==> src/rtl/alu_pkg.sv <==
// Shared definitions for the ALU / multiply-divide unit.
//   aluop_e        : 5-bit operation codes (0..10 single-cycle, 16..23 iterative)
//   state_e        : controller states
//   is_multicycle  : true for the iterative multiply/divide codes
//   op_a_signed    : num1 is treated as two's complement for this op
//   op_b_signed    : num2 is treated as two's complement for this op
package alu_pkg;

  typedef enum logic [4:0] {
    OP_ADD    = 5'd0,
    OP_SUB    = 5'd1,
    OP_XOR    = 5'd2,
    OP_OR     = 5'd3,
    OP_AND    = 5'd4,
    OP_SLT    = 5'd5,
    OP_SLL    = 5'd6,
    OP_SRL    = 5'd7,
    OP_SRA    = 5'd8,
    OP_SLTU   = 5'd9,
    OP_EQ     = 5'd10,
    OP_MUL    = 5'd16,
    OP_MULH   = 5'd17,
    OP_MULHSU = 5'd18,
    OP_MULHU  = 5'd19,
    OP_DIV    = 5'd20,
    OP_DIVU   = 5'd21,
    OP_REM    = 5'd22,
    OP_REMU   = 5'd23
  } aluop_e;

  typedef enum logic [1:0] {
    IDLE = 2'd0,
    EXEC = 2'd1,
    DONE = 2'd2
  } state_e;

  // Codes 16..23 share the prefix 2'b10.
  function automatic logic is_multicycle(input logic [4:0] op);
    return op[4:3] == 2'b10;
  endfunction

  function automatic logic op_a_signed(input logic [4:0] op);
    return (op == OP_MULH) || (op == OP_MULHSU) || (op == OP_DIV) || (op == OP_REM);
  endfunction

  function automatic logic op_b_signed(input logic [4:0] op);
    return (op == OP_MULH) || (op == OP_DIV) || (op == OP_REM);
  endfunction

endpackage

==> src/rtl/alu_basic.sv <==
// Combinational single-cycle ALU.
//   op_i : operation code (alu_pkg encoding); unknown codes give 0
//   a_i  : first operand
//   b_i  : second operand; only b_i[SHW-1:0] is used as a shift amount
//   y_o  : result; compares return 0/1 zero-extended
module alu_basic import alu_pkg::*; #(
  parameter int XLEN = 32,
  parameter int SHW  = $clog2(XLEN)
) (
  input  logic [4:0]      op_i,
  input  logic [XLEN-1:0] a_i,
  input  logic [XLEN-1:0] b_i,
  output logic [XLEN-1:0] y_o
);

  logic [SHW-1:0] shamt;
  assign shamt = b_i[SHW-1:0];

  always_comb begin
    y_o = '0;
    case (op_i)
      OP_ADD:  y_o = a_i + b_i;
      OP_SUB:  y_o = a_i - b_i;
      OP_XOR:  y_o = a_i ^ b_i;
      OP_OR:   y_o = a_i | b_i;
      OP_AND:  y_o = a_i & b_i;
      OP_SLT:  y_o = {{(XLEN-1){1'b0}}, ($signed(a_i) < $signed(b_i))};
      OP_SLL:  y_o = a_i << shamt;
      OP_SRL:  y_o = a_i >> shamt;
      OP_SRA:  y_o = $signed(a_i) >>> shamt;
      OP_SLTU: y_o = {{(XLEN-1){1'b0}}, (a_i < b_i)};
      OP_EQ:   y_o = {{(XLEN-1){1'b0}}, (a_i == b_i)};
      default: y_o = '0;
    endcase
  end

endmodule

==> src/rtl/alu_mdu.sv <==
// ALU with iterative multiply/divide behind a valid/ready handshake.
//   clk, rst           : clock, synchronous active-high reset
//   in_valid/in_ready  : request handshake (ready only in IDLE)
//   aluop, num1, num2  : request, latched on acceptance
//   out_valid/out_ready: result handshake (valid only in DONE)
//   res                : result, held until taken
//
// state | meaning
// IDLE  | waiting for a request
// EXEC  | one multiply/divide bit per cycle, XLEN cycles
// DONE  | res valid, held until out_ready
module alu_mdu import alu_pkg::*; #(
  parameter int XLEN = 32,
  parameter int SHW  = $clog2(XLEN)
) (
  input  logic            clk,
  input  logic            rst,
  input  logic            in_valid,
  output logic            in_ready,
  input  logic [4:0]      aluop,
  input  logic [XLEN-1:0] num1,
  input  logic [XLEN-1:0] num2,
  output logic            out_valid,
  input  logic            out_ready,
  output logic [XLEN-1:0] res
);

  localparam int CW = $clog2(XLEN) + 1;

  state_e          state_q, state_d;
  logic [4:0]      op_q, op_d;
  logic [XLEN-1:0] a_q, a_d, b_q, b_d;
  logic [XLEN-1:0] hi_q, hi_d, lo_q, lo_d;
  logic [XLEN-1:0] res_q, res_d;
  logic [CW-1:0]   cnt_q, cnt_d;

  logic [XLEN-1:0] basic_y;

  alu_basic #(.XLEN(XLEN), .SHW(SHW)) u_basic (
    .op_i (aluop),
    .a_i  (num1),
    .b_i  (num2),
    .y_o  (basic_y)
  );

  function automatic logic [XLEN-1:0] mag(input logic [XLEN-1:0] v, input logic sgn);
    return (sgn && v[XLEN-1]) ? -v : v;
  endfunction

  logic [XLEN-1:0] in_amag, in_bmag, amag, bmag;
  assign in_amag = mag(num1, op_a_signed(aluop));
  assign in_bmag = mag(num2, op_b_signed(aluop));
  assign amag    = mag(a_q, op_a_signed(op_q));
  assign bmag    = mag(b_q, op_b_signed(op_q));

  // One iteration. Multiply: hi:lo shifts right, multiplier in lo, product
  // accumulates in hi. Divide: hi:lo shifts left, remainder in hi, quotient
  // bits enter lo from the right.
  logic [XLEN:0]   mul_sum, div_rs, div_diff;
  logic [XLEN-1:0] step_hi, step_lo;

  always_comb begin
    mul_sum  = {1'b0, hi_q} + (lo_q[0] ? {1'b0, amag} : '0);
    div_rs   = {hi_q, lo_q[XLEN-1]};
    div_diff = div_rs - {1'b0, bmag};
    if (op_q[2]) begin
      if (!div_diff[XLEN]) begin
        step_hi = div_diff[XLEN-1:0];
        step_lo = {lo_q[XLEN-2:0], 1'b1};
      end else begin
        step_hi = div_rs[XLEN-1:0];
        step_lo = {lo_q[XLEN-2:0], 1'b0};
      end
    end else begin
      step_hi = mul_sum[XLEN:1];
      step_lo = {mul_sum[0], lo_q[XLEN-1:1]};
    end
  end

  // Sign fix-up on the final iteration's output. A zero divisor makes the
  // magnitude quotient all-ones and the remainder |num1|; only signed DIV
  // needs an override so the sign fix does not disturb the all-ones value.
  logic [2*XLEN-1:0] prod, prod_fix;
  logic [XLEN-1:0]   mdu_y;
  logic              a_neg, b_neg;

  always_comb begin
    a_neg    = a_q[XLEN-1];
    b_neg    = b_q[XLEN-1];
    prod     = {step_hi, step_lo};
    prod_fix = prod;
    if (((op_q == OP_MULH) && (a_neg ^ b_neg)) || ((op_q == OP_MULHSU) && a_neg))
      prod_fix = -prod;
    mdu_y = '0;
    case (op_q)
      OP_MUL:                       mdu_y = prod[XLEN-1:0];
      OP_MULH, OP_MULHSU, OP_MULHU: mdu_y = prod_fix[2*XLEN-1:XLEN];
      OP_DIV: begin
        if (b_q == '0) mdu_y = '1;
        else           mdu_y = (a_neg ^ b_neg) ? -step_lo : step_lo;
      end
      OP_DIVU:                      mdu_y = step_lo;
      OP_REM:                       mdu_y = a_neg ? -step_hi : step_hi;
      OP_REMU:                      mdu_y = step_hi;
      default:                      mdu_y = '0;
    endcase
  end

  always_comb begin
    state_d = state_q;
    op_d    = op_q;
    a_d     = a_q;
    b_d     = b_q;
    hi_d    = hi_q;
    lo_d    = lo_q;
    cnt_d   = cnt_q;
    res_d   = res_q;
    case (state_q)
      IDLE: begin
        if (in_valid) begin
          op_d = aluop;
          a_d  = num1;
          b_d  = num2;
          if (is_multicycle(aluop)) begin
            state_d = EXEC;
            cnt_d   = CW'(XLEN);
            hi_d    = '0;
            lo_d    = aluop[2] ? in_amag : in_bmag;
          end else begin
            state_d = DONE;
            res_d   = basic_y;
          end
        end
      end
      EXEC: begin
        hi_d  = step_hi;
        lo_d  = step_lo;
        cnt_d = cnt_q - CW'(1);
        if (cnt_q == CW'(1)) begin
          state_d = DONE;
          res_d   = mdu_y;
        end
      end
      DONE: begin
        if (out_ready) state_d = IDLE;
      end
      default: state_d = IDLE;
    endcase
  end

  always_ff @(posedge clk) begin
    if (rst) begin
      state_q <= IDLE;
      op_q    <= '0;
      a_q     <= '0;
      b_q     <= '0;
      hi_q    <= '0;
      lo_q    <= '0;
      cnt_q   <= '0;
      res_q   <= '0;
    end else begin
      state_q <= state_d;
      op_q    <= op_d;
      a_q     <= a_d;
      b_q     <= b_d;
      hi_q    <= hi_d;
      lo_q    <= lo_d;
      cnt_q   <= cnt_d;
      res_q   <= res_d;
    end
  end

  assign in_ready  = (state_q == IDLE);
  assign out_valid = (state_q == DONE);
  assign res       = res_q;

endmodule

==> config.mk <==
export PLATFORM = sky130hd
export DESIGN_NAME = alu_mdu
export DESIGN_NICKNAME = d
export VERILOG_FILES = /design/src/rtl/alu_pkg.sv /design/src/rtl/alu_basic.sv /design/src/rtl/alu_mdu.sv
export SDC_FILE = /design/constraint.sdc
export NUM_CORES = 2
export LEC_CHECK = 0
export BUFFER_PORTS_ARGS = -buffer_cell sky130_fd_sc_hd__buf_2
export CORE_MARGIN = 8
export CORE_UTILIZATION = 58
export CTS_BUF_LIST = sky130_fd_sc_hd__clkbuf_8
export CTS_CLUSTER_DIAMETER = 100
export DETAILED_ROUTE_END_ITERATION = 12
export PLACE_DENSITY_LB_ADDON = 0.3
export SKIP_CTS_REPAIR_TIMING = 1
export SLEW_MARGIN = 20
export SYNTH_ARGS = -nofsm -noshare
export SYNTH_HDL_FRONTEND = slang
export SYNTH_SLANG_ARGS = --single-unit
export TNS_END_PERCENT = 1
==> constraint.sdc <==
create_clock -name clk -period 19.27 [get_ports clk]
set_input_delay 2.8905 -clock clk [delete_from_list [all_inputs] [get_ports clk]]
set_output_delay 2.8905 -clock clk [all_outputs]
set_load 0.03 [all_outputs]
Word level (Yosys, flattened, before mapping)
Index checks and enable logic that the tools add are counted.
- add/subtract/negate cells: 12
- multiply operators: 0
- divide/modulo/power cells: 0
- order comparisons: 2
- equal/unequal tests: 32
- shift-type cells: 3
- multiplexer cells: 34
- bitwise gates (word level): 4
- reduce and logical (&&, ||, !) cells: 27
- operators by type and width (kind ; count):
    $mux W32 ; 19
    $pmux W32 S11 ; 1
    $neg A32 Y32 ; 6
    $pmux W32 S2 ; 3
    $pmux W32 S5 ; 1
    $lt A32 B32 Y1 ; 2
    $mux W64 ; 1
    $neg A64 Y64 ; 1
    $eq A5 B5 Y1 const B ; 12
    $add A32 B32 Y33 ; 1
    $sub A33 B32 Y33 ; 1
    $add A32 B32 Y32 ; 1
    $and A32 B32 Y32 ; 1
    $eq A32 B32 Y1 ; 1
    $logic_not A32 Y1 ; 1
    $or A32 B32 Y32 ; 1
    $shl A32 B5 Y32 ; 1
    $shr A32 B5 Y32 ; 1
    $sshr A32 B5 Y32 ; 1
    $sub A32 B32 Y32 ; 1
    $xor A32 B32 Y32 ; 1
    $eq A5 B3 Y1 const B ; 4
    $eq A5 B4 Y1 const B ; 3
    $mux W6 ; 2
    23 further kinds ; 47
- register bits: 173
- bits in latches: 0
- RAM bits: 0
- memory bits (read-only): 0
- input bits: 73
- output and inout bits: 34
- memories kept: 0

Logic depth before layout (Yosys ltp)
- depth in word-level cells: 15
- gate-level depth with buffers: 36
- depth with buffers taken out: 28

By module
A second synthesis with hierarchy kept.
- cells, all modules: 3864
- area, all modules: 26565.5 µm²
- by module, submodules not included (module ; instances ; cells an instance ; area each (µm²)):
    alu_mdu ; 1 ; 2519 ; 17638.2
    alu_basic ; 1 ; 1345 ; 8927.3

Worst setup path after synthesis
No wires, ideal clock.
- path kind: input to register
- start point: in num2[2]
- end point: reg res_q[25], in the netlist res[25]
- data arrival time: 7690 ps
- data required time: 19140 ps
- setup slack: 11450 ps
- stages: 18
- buffers on the path: 5
- cell sequence: inv_1 buf_1 buf_1 clkbuf_1 clkbuf_1 ha_1 clkbuf_1 a21oi_1 o21ai_0 o311a_1 a41o_1 a311oi_1 o31ai_1 a221o_1 a2111oi_0 o21ai_0 a2111oi_0 a21oi_1
- word-level cells in the longest chain between the ends: 5
- elaborated cells on any way between the ends: 9
- RTL lines (item ; line ; source):
    start: declaration ; alu_mdu.sv:22 ; input logic [XLEN-1:0] num2,
    $sub A32 B32 Y32 (tied with other cells) ; alu_basic.sv:23 ; OP_SUB: y_o = a_i - b_i;
    $pmux W32 S11 (*) ; alu_basic.sv:21 ; case (op_i)
    $mux W32 (*) ; alu_mdu.sv:124 ; if (is_multicycle(aluop)) begin
    $mux W32 (*) ; alu_mdu.sv:120 ; if (in_valid) begin
    $pmux W32 S2 (*) ; alu_mdu.sv:118 ; case (state_q)
    end signal: assignment ; alu_mdu.sv:169 ; res_q <= res_d;
    end: declaration ; alu_mdu.sv:34 ; logic [XLEN-1:0] res_q, res_d;
Mark *: on every way between the ends. The rest lies on a longest branch, timed or not. The select of a mux whose other input is x is not followed.
A chain may end at the register's enable or synchronous reset.

Worst setup path in the final report
- start point: reg op_q[2]
- end point: reg res_q[31], in the netlist res[31]
- word-level cells in the longest chain between the ends: 15
- elaborated cells on any way between the ends: 39
- RTL lines (item ; line ; source):
    start: declaration ; alu_mdu.sv:31 ; logic [4:0] op_q, op_d;
    start signal: assignment ; alu_mdu.sv:163 ; op_q <= op_d;
    $eq A5 B5 Y1, on equally long branches ; -- ;
    $logic_or A1 B1 Y1 (3 in a row) ; alu_pkg.sv:43 ; return (op == OP_MULH) || (op == OP_MULHSU) || (op == OP_DIV) || (op == OP_REM);
    $logic_and A1 B1 Y1 ; alu_mdu.sv:47 ; return (sgn && v[XLEN-1]) ? -v : v;
    $mux W32 ; alu_mdu.sv:47 ;
    $mux W32 ; alu_mdu.sv:63 ; mul_sum = {1'b0, hi_q} + (lo_q[0] ? {1'b0, amag} : '0);
    $add A32 B32 Y33 ; alu_mdu.sv:63 ;
    $mux W32 ; alu_mdu.sv:66 ; if (op_q[2]) begin
    $neg A32 Y32 ; alu_mdu.sv:100 ; else mdu_y = (a_neg ^ b_neg) ? -step_lo : step_lo;
    $mux W32 ; alu_mdu.sv:100 ;
    $mux W32 ; alu_mdu.sv:99 ; if (b_q == '0) mdu_y = '1;
    $pmux W32 S5 (*) ; alu_mdu.sv:95 ; case (op_q)
    $mux W32 (*) ; alu_mdu.sv:139 ; if (cnt_q == CW'(1)) begin
    $pmux W32 S2 (*) ; alu_mdu.sv:118 ;
Marked as above.

==> impl_metrics.toml <==
[detailed_routing]
routed_via_density = 7.326
vias = 31730
wl_mm = 123.9
drtAntennaViolNets = 0
drt_iter0_markers = 6002
drc_errors = 0
wl_per_cell_um = 28.61
first_pass_iters = 9

[critical_path]
reg2reg_depth = 21
slowest_delay_ns = 0.83
path_class = "reg -> reg"
cp-start-kind = "flop"
crit_cells = 21
crit_family = "compound AO/OA/AOI/OAI gates"
crit_fanout = 54
worstPathArrival_ns = 8.63
endpoint_kind = "flop"
path_cells = "buf_4 -> nand2b_1 -> a21oi_1 -> and2_1 -> o21ai_0 -> xor2_1 -> ha_1 -> nand4_1 -> a211o_1 -> a211o_1 -> a21boi_2 -> o211a_2 -> mux2i_1 -> mux2i_1 -> buf_4 -> a2111oi_1 -> nand4b_1 -> or4_4 -> o31ai_2 -> xor2_1 -> o2111ai_1"
crit_buf_inv = 2
slowest_stage = "o211a_2"
crit_required_ns = 19.68

[final_layout]
drive_gt1_frac = 0.08199
ff_latch_area_um2 = 3467
fillers = 4264
postLayoutCoreUtil = 0.6090
area_growth_pct = 4.379
multi_input_area_um2 = 20630
nNetsFinal = 3964
final_area_um2 = 26690

[timing]
setup_slack_ns = 11.05
rsz0062_at_grt = "no"
fin_crit_sh = 0.4268
min_period_ns = 8.224
slew-limit-headroom = 0.1716
hold_viol = 0
setup_viol = 0
whs_ns = 0.4856
fmax_mhz = 121.6
fin_worst_skew_ns = 0.01918
slew_violations = 0
tns_ns = 0
tightest_slew_ns = 1.239

[yosys]
synth_cell_type_count = 106
synthMuxAreaShare = 0.06776
synth_cells = 3805
synth_top_family_by_area = "compound AO/OA/AOI/OAI gates"
synth_seq_area_share = 0.1354
ys_warn_count = 0
ys_ff_latch = 173
synth_fa_ha_area_frac = 0.08532
netlist_area_um2 = 25570
syn_nets = 4050
yosys.area.top_type_share = 0.1354
ys.flop_type = "dfxtp_1"
synth_compound_gate_area_share = 0.3448
synth-xor-area-share = 0.06027
syn_avg_cell_area_um2 = 6.721
synth_edf_count = 0
synth_area_leaders = "dfxtp_1, ha_1, a21oi_1"
yosysTopAreaCell = "dfxtp_1"
synth-simple-area-share = 0.2452
synth-async-reset-ratio = 0

[pwr]
vdd_ir_drop_max_mv = 0.05140
power.density_nw_per_um2 = 49.83
switching_power_mw = 0.6455
p_leak_nw = 10.80
switching_share = 0.4853
combPwrFrac = 0.494
p_int_mw = 0.6847
p_seq_frac = 0.305
clkPwrFrac = 0.202

[floorplan]
core_um2 = 43840
die_h_um = 226.0
ios = 107
num_rows = 77
fp.dieArea_um2 = 51070
fp.dieW_um = 226.0
initial_core_util = 0.5834

[hold_path]
min_path_type = "reg -> reg"
whs_path_depth = 2

[global_routing]
grt_pass1_wl_mm = 181.2
grt_max_degree = 77
first_global_vias = 27960
antenna_found_initial = 11
track_usage = 0.4680
grt.overflow.total = 0

[clock_tree]
cts_buffers = 17
insertion_delay_ns = 0.54
cts_tree = "yes"
cts.sinks = 173
clock_path_buffers = 2
cts_root_buf = "clkbuf_8"
htree_num_levels = 4
clk_pin_slew_worst_paths_ns = 0.11

[placed_design]
dpl_cell_area_um2 = 26270
place.gp.congestion = 1.167
dp_hpwl_mm = 94.57
pre_cts_ws_ns = 11.36
portBuffers = 106

[outcome]
status = "completed"

[flow_run]
max-cap-violations = 0
-- state kept, by name (all words and copies together) (netlist names) --
signal and flops:
cnt_q 6, lo_q 32, hi_q 32, op_q 5
a_q 32, res 32, b_q 32, state_q 2
-- cell families after synthesis --
| group | Yosys count |
|---|---|
| buffers and inverters | 401 |
| flip-flops | 173 |
| multiplexers | 155 |
| AO/OA/AOI/OAI | 1351 |
| XOR/XNOR | 176 |
| AND/OR/NAND/NOR | 1377 |
| adder cells (fa/ha/maj) | 172 |
-- cell type report --
class / count / area share
diodes: 7 / 0.0006562
clock inverters: 15 / 0.005625
flip-flops and latches: 173 / 0.1299
clock buffers: 17 / 0.008765
inverters: 134 / 0.01884
repair buffers: 162 / 0.03581
well taps: 592 / 0.02775
multi-input cells: 3231 / 0.7727
-- cells in the final DEF (no fill, tap or decap), types with 35 or more instances in the layout --
cell type  count
o21ai_0      294
o211ai_1      57
xnor2_1      105
nand2b_1      38
a221oi_1      39
buf_2        104
xor2_1        71
a211oi_1      43
nand3_1       76
and2_1        44
a22oi_1       48
or3_1         39
buf_4         58
a21o_1        55
dfxtp_1      172
ha_1         168
nor3_1       107
nor2_1       405
a21oi_1      385
mux2_2        35
mux2i_1      109
a31oi_1       69
inv_1        131
nand2_1      488
o31ai_1       52
-- worst paths after layout --
kind	from	end	slack [ns]
max	op_q[2]	res[31]	11.05
min reg2reg	res[4]	res[4]	0.49
max reg2reg	op_q[2]	res[31]	11.05
min	res[4]	res[4]	0.49
-- cells in the mapped netlist (45+ instances only) --
| library cell | n |
|---|---|
| clkbuf_1 | 214 |
| nand2_1 | 489 |
| o21ai_0 | 296 |
| a21oi_1 | 385 |
| and2_1 | 45 |
| mux2i_1 | 109 |
| nand3_1 | 76 |
| nor2_1 | 406 |
| a21o_1 | 55 |
| nor3_1 | 114 |
| xor2_1 | 71 |
| o211ai_1 | 57 |
| a22oi_1 | 48 |
| inv_1 | 131 |
| dfxtp_1 | 173 |
| o31ai_1 | 52 |
| a31oi_1 | 69 |
| ha_1 | 168 |
| xnor2_1 | 105 |
-- routing by layer --
| layer | GRT usage | share of wire | up-vias |
|---|---|---|---|
| met4 | 0.3252 | 0.093 | 10 |
| met2 | 0.6595 | 0.39 | 2727 |
| li1 | - | - | 13850 |
| met1 | 0.5807 | 0.35 | 14500 |
| met5 | 0 | 0.0015 | - |
| met3 | 0.1774 | 0.16 | 646 |
-- worst register-to-register path, stage by stage (launching register included) --
cell and delay [ns]:
dfxtp_4 0.35, buf_4 0.56, nand2b_1 0.33, a21oi_1 0.52, and2_1 0.71, o21ai_0 0.26
xor2_1 0.21, ha_1 0.42, nand4_1 0.16, a211o_1 0.35, a211o_1 0.34, a21boi_2 0.28
o211a_2 0.83, mux2i_1 0.32, mux2i_1 0.10, buf_4 0.20, a2111oi_1 0.70, nand4b_1 0.34
or4_4 0.53, o31ai_2 0.25, xor2_1 0.23, o2111ai_1 0.13
-- power groups by stage --
stage          sequential, mW  combinational (mW)  clock [mW]
2_1_floorplan           0.409               0.422           0
3_3_place_gp            0.411               0.613           0
3_5_place_dp            0.411               0.614           0
5_1_grt                 0.407               0.686       0.281
4_1_cts                 0.403               0.617       0.268
6_report                0.405               0.657       0.268
-- metrics by stage --
step	instances	power, mW
finish	4331	1.330
global route	4325	1.375
CTS	4323	1.288
detailed placement	4291	1.026
global placement	4291	1.024
floorplan	3805	0.8307
Note: power is estimated with default switching activity, not from simulation.
